<file path="src/rtl/cseladd_serial_ctrl.sv">
// Shares one external 4-bit adder slice between two requesters, doing a W-bit add one
// nibble per cycle (LSB first) with the carry chained through a register.
module cseladd_serial_ctrl #(
  parameter int NIBBLES = 4
) (
  input  logic                 clk,
  input  logic                 rst,
  input  logic                 req0_valid,
  output logic                 req0_ready,
  input  logic [4*NIBBLES-1:0] req0_a,
  input  logic [4*NIBBLES-1:0] req0_b,
  input  logic                 req0_cin,
  input  logic                 req1_valid,
  output logic                 req1_ready,
  input  logic [4*NIBBLES-1:0] req1_a,
  input  logic [4*NIBBLES-1:0] req1_b,
  input  logic                 req1_cin,
  output logic [3:0]           add_a,
  output logic [3:0]           add_b,
  output logic                 add_c,
  input  logic [3:0]           add_sum,
  input  logic                 add_carry,
  output logic                 res_valid,
  input  logic                 res_ready,
  output logic [4*NIBBLES-1:0] res_sum,
  output logic                 res_cout,
  output logic                 res_id,
  output logic                 busy
);

  localparam int W  = 4 * NIBBLES;
  localparam int IW = (NIBBLES > 1) ? $clog2(NIBBLES) : 1;
  localparam logic [IW-1:0] LAST_IDX = IW'(NIBBLES - 1);

  typedef enum logic [1:0] {
    IDLE = 2'd0,
    RUN  = 2'd1,
    DONE = 2'd2
  } state_t;

  state_t          state_reg, state_next;
  logic            last_grant_reg, last_grant_next;
  logic [W-1:0]    a_reg, a_next;
  logic [W-1:0]    b_reg, b_next;
  logic            carry_reg, carry_next;
  logic            id_reg, id_next;
  logic [IW-1:0]   idx_reg, idx_next;
  logic [W-1:0]    sum_reg, sum_next;
  logic            cout_reg, cout_next;
  logic            grant0, grant1;

  logic [3:0]      a_nib [NIBBLES];
  logic [3:0]      b_nib [NIBBLES];

  // Nibble views of the captured operands, and the per-nibble result write-back.
  genvar gi;
  generate
    for (gi = 0; gi < NIBBLES; gi++) begin : g_nib
      assign a_nib[gi] = a_reg[4*gi +: 4];
      assign b_nib[gi] = b_reg[4*gi +: 4];
      assign sum_next[4*gi +: 4] = (state_reg == RUN && idx_reg == IW'(gi)) ?
                                   add_sum : sum_reg[4*gi +: 4];
    end
  endgenerate

  always_comb begin
    state_next      = state_reg;
    last_grant_next = last_grant_reg;
    a_next          = a_reg;
    b_next          = b_reg;
    carry_next      = carry_reg;
    id_next         = id_reg;
    idx_next        = idx_reg;
    cout_next       = cout_reg;
    grant0          = 1'b0;
    grant1          = 1'b0;

    case (state_reg)
      IDLE: begin
        // On a tie the requester that did not win last time gets the slot.
        if (!rst) begin
          grant0 = req0_valid & (~req1_valid | last_grant_reg);
          grant1 = req1_valid & (~req0_valid | ~last_grant_reg);
        end
        if (grant0 || grant1) begin
          a_next          = grant1 ? req1_a : req0_a;
          b_next          = grant1 ? req1_b : req0_b;
          carry_next      = grant1 ? req1_cin : req0_cin;
          id_next         = grant1;
          last_grant_next = grant1;
          idx_next        = '0;
          state_next      = RUN;
        end
      end
      RUN: begin
        carry_next = add_carry;
        idx_next   = idx_reg + IW'(1);
        if (idx_reg == LAST_IDX) begin
          cout_next  = add_carry;
          idx_next   = '0;
          state_next = DONE;
        end
      end
      DONE: begin
        if (res_ready) state_next = IDLE;
      end
      default: state_next = IDLE;
    endcase
  end

  always_ff @(posedge clk) begin
    if (rst) begin
      state_reg      <= IDLE;
      last_grant_reg <= 1'b1;
      a_reg          <= '0;
      b_reg          <= '0;
      carry_reg      <= 1'b0;
      id_reg         <= 1'b0;
      idx_reg        <= '0;
      sum_reg        <= '0;
      cout_reg       <= 1'b0;
    end else begin
      state_reg      <= state_next;
      last_grant_reg <= last_grant_next;
      a_reg          <= a_next;
      b_reg          <= b_next;
      carry_reg      <= carry_next;
      id_reg         <= id_next;
      idx_reg        <= idx_next;
      sum_reg        <= sum_next;
      cout_reg       <= cout_next;
    end
  end

  assign req0_ready = grant0;
  assign req1_ready = grant1;
  assign add_a      = (state_reg == RUN) ? a_nib[idx_reg] : 4'd0;
  assign add_b      = (state_reg == RUN) ? b_nib[idx_reg] : 4'd0;
  assign add_c      = (state_reg == RUN) ? carry_reg : 1'b0;
  assign res_valid  = (state_reg == DONE);
  assign res_sum    = sum_reg;
  assign res_cout   = cout_reg;
  assign res_id     = id_reg;
  assign busy       = (state_reg != IDLE);

endmodule

</file>
<file path="config.mk">
export PLATFORM = sky130hd
export DESIGN_NAME = cseladd_serial_ctrl
export DESIGN_NICKNAME = d
export VERILOG_FILES = /design/src/rtl/cseladd_serial_ctrl.sv
export SDC_FILE = /design/constraint.sdc
export NUM_CORES = 1
export LEC_CHECK = 0
export BUFFER_PORTS_ARGS = -buffer_cell sky130_fd_sc_hd__buf_2
export CORE_MARGIN = 2
export CORE_UTILIZATION = 45
export CTS_BUF_LIST = sky130_fd_sc_hd__clkbuf_16
export DETAILED_ROUTE_END_ITERATION = 16
export GPL_ROUTABILITY_DRIVEN = 0
export PLACE_DENSITY_LB_ADDON = 0.1
export SLEW_MARGIN = 0
export SYNTH_ARGS = -nofsm -noshare
export SYNTH_HDL_FRONTEND = slang
export SYNTH_SLANG_ARGS = --single-unit
</file>
<file path="constraint.sdc">
create_clock -name clk -period 2.85 [get_ports clk]
set_clock_uncertainty 0.05 [all_clocks]
set_input_delay 0.855 -clock clk [delete_from_list [all_inputs] [get_ports clk]]
set_output_delay 0.855 -clock clk [all_outputs]
set_load 0.01 [all_outputs]
</file>
### After elaboration in Yosys (flattened, before gate mapping)

Cells that the tools add are included.

| storage, ports and cells | value |
|---|---|
| bits in registers | 56 |
| bits in latches | 0 |
| RAM bits | 0 |
| ROM bits | 0 |
| output and inout bits | 31 |
| memories kept | 0 |

| operators by class | value |
|---|---|
| add/subtract/negate cells | 1 |
| $mul | 0 |
| div/mod/pow operators | 0 |
| $lt $le $gt $ge | 1 |
| eq/ne operators | 8 |
| shifts and indexed selects | 0 |
| mux-type cells | 27 |
| bitwise gates (word level) | 8 |
| reductions and logical operators | 13 |

Operator list:

| kind | count |
|---|---|
| 16-bit two-way mux | 2 |
| 4-bit two-way mux | 6 |
| 4-bit binary-select mux with 2-bit select | 2 |
| 2-bit two-way mux | 5 |
| 1-bit two-way mux | 9 |
| 2-bit == test, second input constant | 3 |
| 2-bit one-hot mux with 3 select lines | 1 |
| 2-bit AND reduction | 3 |
| 2-bit by 1-bit == test with 1-bit output, second input constant | 2 |
| 1-bit logical AND | 4 |
| 2-bit zero test | 2 |
| 2-bit by 1-bit != test with 1-bit output, second input constant | 2 |
| 2-bit one-hot mux with 2 select lines | 1 |
| 2-bit nonzero test | 2 |
| 3-bit greater-or-equal comparator, second input constant | 1 |
| 1-bit NOT | 3 |
| 2-bit NOT with 3-bit output | 1 |
| 3-bit AND reduction | 1 |
| 2-bit by 1-bit adder with 2-bit output, second input constant | 1 |
| 1-bit bitwise AND | 2 |
| 2-bit != test, second input constant | 1 |
| 1-bit OR | 2 |
| 1-bit one-hot mux with 2 select lines | 1 |
| 1-bit logical OR | 1 |

### Logic depth before layout (Yosys ltp)

| depth | value |
|---|---|
| depth in word-level cells | 8 |
| gate-level depth with buffers | 6 |

### Least setup slack after synthesis

No wires, ideal clock.

| path | value |
|---|---|
| path type | input -> output |
| from | input rst |
| to | output req1_ready |
| arrival | 1.834 ns |
| required time | 1.945 ns |
| path slack | 0.111 ns |
| cell stages on the path | 5 |
| path buffers | 3 |
| cell sequence | buf_2 -> or3b_1 -> buf_6 -> buf_6 -> nor2_1 |

| on the way | value |
|---|---|
| word-level cells in the longest chain between the ends | 3 |

RTL lines:

| item | line | text |
|---|---|---|
| start: declaration | 7 | `input logic rst,` |
| 1-bit two-way mux | 81 | `if (!rst) begin` |
| 1-bit two-way mux (2 in series) | 78 | `case (state_reg)` |
| end: declaration | 14 | `output logic req1_ready,` |

Every way passes these cells. The select of a mux whose other input is x is not followed.

### Worst setup path after layout

| path | value |
|---|---|
| from | input req0_valid |
| to | output req1_ready |

| on the way | value |
|---|---|
| word-level cells in the longest chain between the ends | 6 |

RTL lines:

| item | line | text |
|---|---|---|
| start: declaration | 8 | `input logic req0_valid,` |
| 1-bit NOT | 83 | `grant1 = req1_valid & (~req0_valid \| ~last_grant_reg);` |
| 1-bit OR | 83 |  |
| 1-bit bitwise AND | 83 |  |
| 1-bit two-way mux | 81 |  |
| 1-bit two-way mux (2 in series) | 78 |  |

Every way passes these cells. The select of a mux whose other input is x is not followed.

==> flow_summary.yaml <==
sta:
  maxSlewHeadroom_pct: 64.8
  timing.setup.tns_ps: 0
  slew_viol_final: 0
  fin_crit_sh_pct: 95.4
  hold_violations: 0
  finalSetupViolations: 0
  rsz0062_at_grt: "false"
  fin_crit_ps: 2720
  worst_slew_pin_slew_ps: 528
  max_freq_ghz: 0.368
clock_tree:
  post-cts-setup-buffers: 0
  clk_latency_ps: 280
  h-tree-depth: 2
  ctsHoldBuffers: 0
  clkSlewWorstSetupHoldPaths_ps: 70
  clock-sinks: 56
  cts.repair.resized: 0
  cts_root_buffer: "clkbuf_16"
  cts_tree: "done"
  clock_path_buffers: 2
  cts_made_buffers: 5
setup_path:
  cp_common_cell: "buf_2"
  required_ps: 1950
  cp.depth: 5
  crit_family: "simple AND/OR/NAND/NOR gates"
  crit_type: "in2out"
  cp_max_fo: 4
  crit_slowest_cell: "or3b_2"
  max_stage_delay_ps: 460
  crit_path_cell_trace: "buf_2 -> and2_1 -> or3b_2 -> nor2_1 -> buf_2"
  critPathBufInv: 2
  r2r_start: "last_grant_reg"
  critical_path.endpoint: "req1_ready"
  arrival_ps: 1810
  r2r_cells: 5
  critical_path.startpoint: "req0_valid"
  cp-start-kind: "input pin"
  endpoint_kind: "output pin"
  reg2reg_to: "b_reg[10]"
  rrSetupSlack_ps: 970
synthesis:
  avgSynthCellArea_sq_um: 9.44
  yosys.area.top_type: "dfxtp_1"
  yosysMostFrequentCell: "dfxtp_1"
  synthFlopType: "dfxtp_1"
  synth_top_family_by_area: "multiplexers"
  synth_compound_area_share_pct: 13.9
  synthTopCellsByCount: "dfxtp_1, nor2_1, mux2i_1, a211oi_1, nand2_1"
  synth_xor_area_share_pct: 0
  synth_simple_gate_area_share_pct: 18.0
  ys_top_cells_by_area: "dfxtp_1, mux2i_1, a211oi_1, mux4_2, nor2_1"
  synth_edf_count: 0
  ys_warn_count: 0
  muxShareOfSynthArea_pct: 18.9
  yosys.area_share.adder_pct: 1.85
  async_flop_share_pct: 0
  syn_area_sq_mm: 0.00270
  syn-num-nets: 366
  synth-seq-cells: 56
  synth.distinct_cells: 28
  synth.top_cell.area_share_pct: 41.5
  synth_cells: 286
  yosysSeqAreaShare_pct: 41.5
global_routing:
  grt_pass1_wl_microns: 9390
  grt_overflow: 0
  grt_pass1_vias: 2128
  grt_max_degree: 65
  grt_antenna_before_repair: 0
  grt.total_usage_pct: 18.2
drt:
  drc: 0
  ant_nets: 0
  drtIter0Drc: 75
  post_drt_wl_per_cell_microns: 12.8
  avgViaCountPerCell: 5.12
  drt-pass1-iter-count: 6
  top_layer: "met4"
  met1_length_microns: 2710
  dr_wl_met3_microns: 330
  via_count: 2357
  drt-total-wl_microns: 5880
  wl_met2_microns: 2800
floorplanning:
  die_area_sq_mm: 0.00664
  rows: 28
  die_height_microns: 81.5
  num_io_pins: 107
  core_sq_mm: 0.00585
  die_w_microns: 81.5
  start_util_pct: 46.2
finish:
  area.growth.synth_to_final_pct: 26.5
  num-nets-final: 464
  layout-drive-gt1-share_pct: 34.0
  diodes: 0
pwr:
  power_leakage_nw: 1.63
  p_per_area_mw_per_mm2: 536
  power_mw: 1.83
  irDropWorstVdd_uv: 240
placement:
  place_hpwl_microns: 4310
  io_buffers: 106
status:
  outcome: "finished, final reports clean"
min_path:
  hp-class: "reg2reg"
flow_run:
  max_cap_viol_count: 0
[tightest hold or removal path: stages (launching register included)]
cell	delay, ps
dfxtp_1	310
nand2_1	50
a21oi_1	50
[layout make-up]
type                       instances  area [sq um]
clock buffer                       5           125
clock inverter                     3          37.5
fill                             548          2430
inverter                           3          11.3
multi-input combinational        204          1420
sequential                        56          1120
tap                               75          93.8
timing repair buffer             114           603
[power by group]
group          leakage [nW]  total (mW)  switching (mW)  internal [mW]
registers             0.459       0.860          0.0282          0.832
logic                  1.09       0.303           0.153          0.151
clock network        0.0789       0.666           0.258          0.409
total                  1.63        1.83           0.438           1.39
[placed cells by master, fill, tap and decap left out, types with 2 or more instances in the layout]
cell type and n:
buf_4 7, buf_2 106, nand2b_1 2, and2_1 10, nor3_1 3, dfxtp_1 56, nand3_1 18, nor2b_1 2
clkbuf_16 5, a21oi_1 19, nand2_1 24, clkinv_1 2, mux2i_1 33, ha_1 4, inv_1 3, mux4_2 8
nor2_1 38, a211oi_1 32
[logic make-up after synthesis]
group | count (synthesis)
AOI/OAI and AO/OA | 56
and+or+nand+nor | 103
buffers and inverters | 26
muxes | 41
adders and majority gates | 4
DFF | 56
[routing by layer]
metal | vias up | GRT usage [%]
met5 | - | 0
met4 | 0 | 4.92
met3 | 2 | 3.74
met2 | 58 | 31.4
met1 | 1074 | 23.1
li1 | 1223 | -
[through the flow]
| step | hold WS (ps) | cell area (sq um) | instances | utilization [%] | worst slack, ps |
|---|---|---|---|---|---|
| global route | 422 | 3420 | 460 | 58.4 | 58.9 |
| CTS | 404 | 3420 | 460 | 58.4 | 123 |
| finish | 402 | 3420 | 460 | 58.4 | 132 |
| global placement | 393 | 3250 | 452 | 55.6 | 136 |
| floorplan | 424 | 2700 | 286 | - | 111 |
| detailed placement | 395 | 3250 | 452 | 55.6 | 123 |
[worst min-delay path by stage]
stage,from,endpoint,slack [ps],cells after the start
floorplan,last_grant_reg,last_grant_reg,420,1
global route,res_sum[6],res_sum[6],420,2
detailed placement,res_sum[9],res_sum[9],390,2
CTS,res_sum[9],res_sum[9],400,2
global placement,res_sum[8],res_sum[8],390,2
finish,res_sum[9],res_sum[9],400,2
No activity file was read; power rests on OpenSTA's default activity.
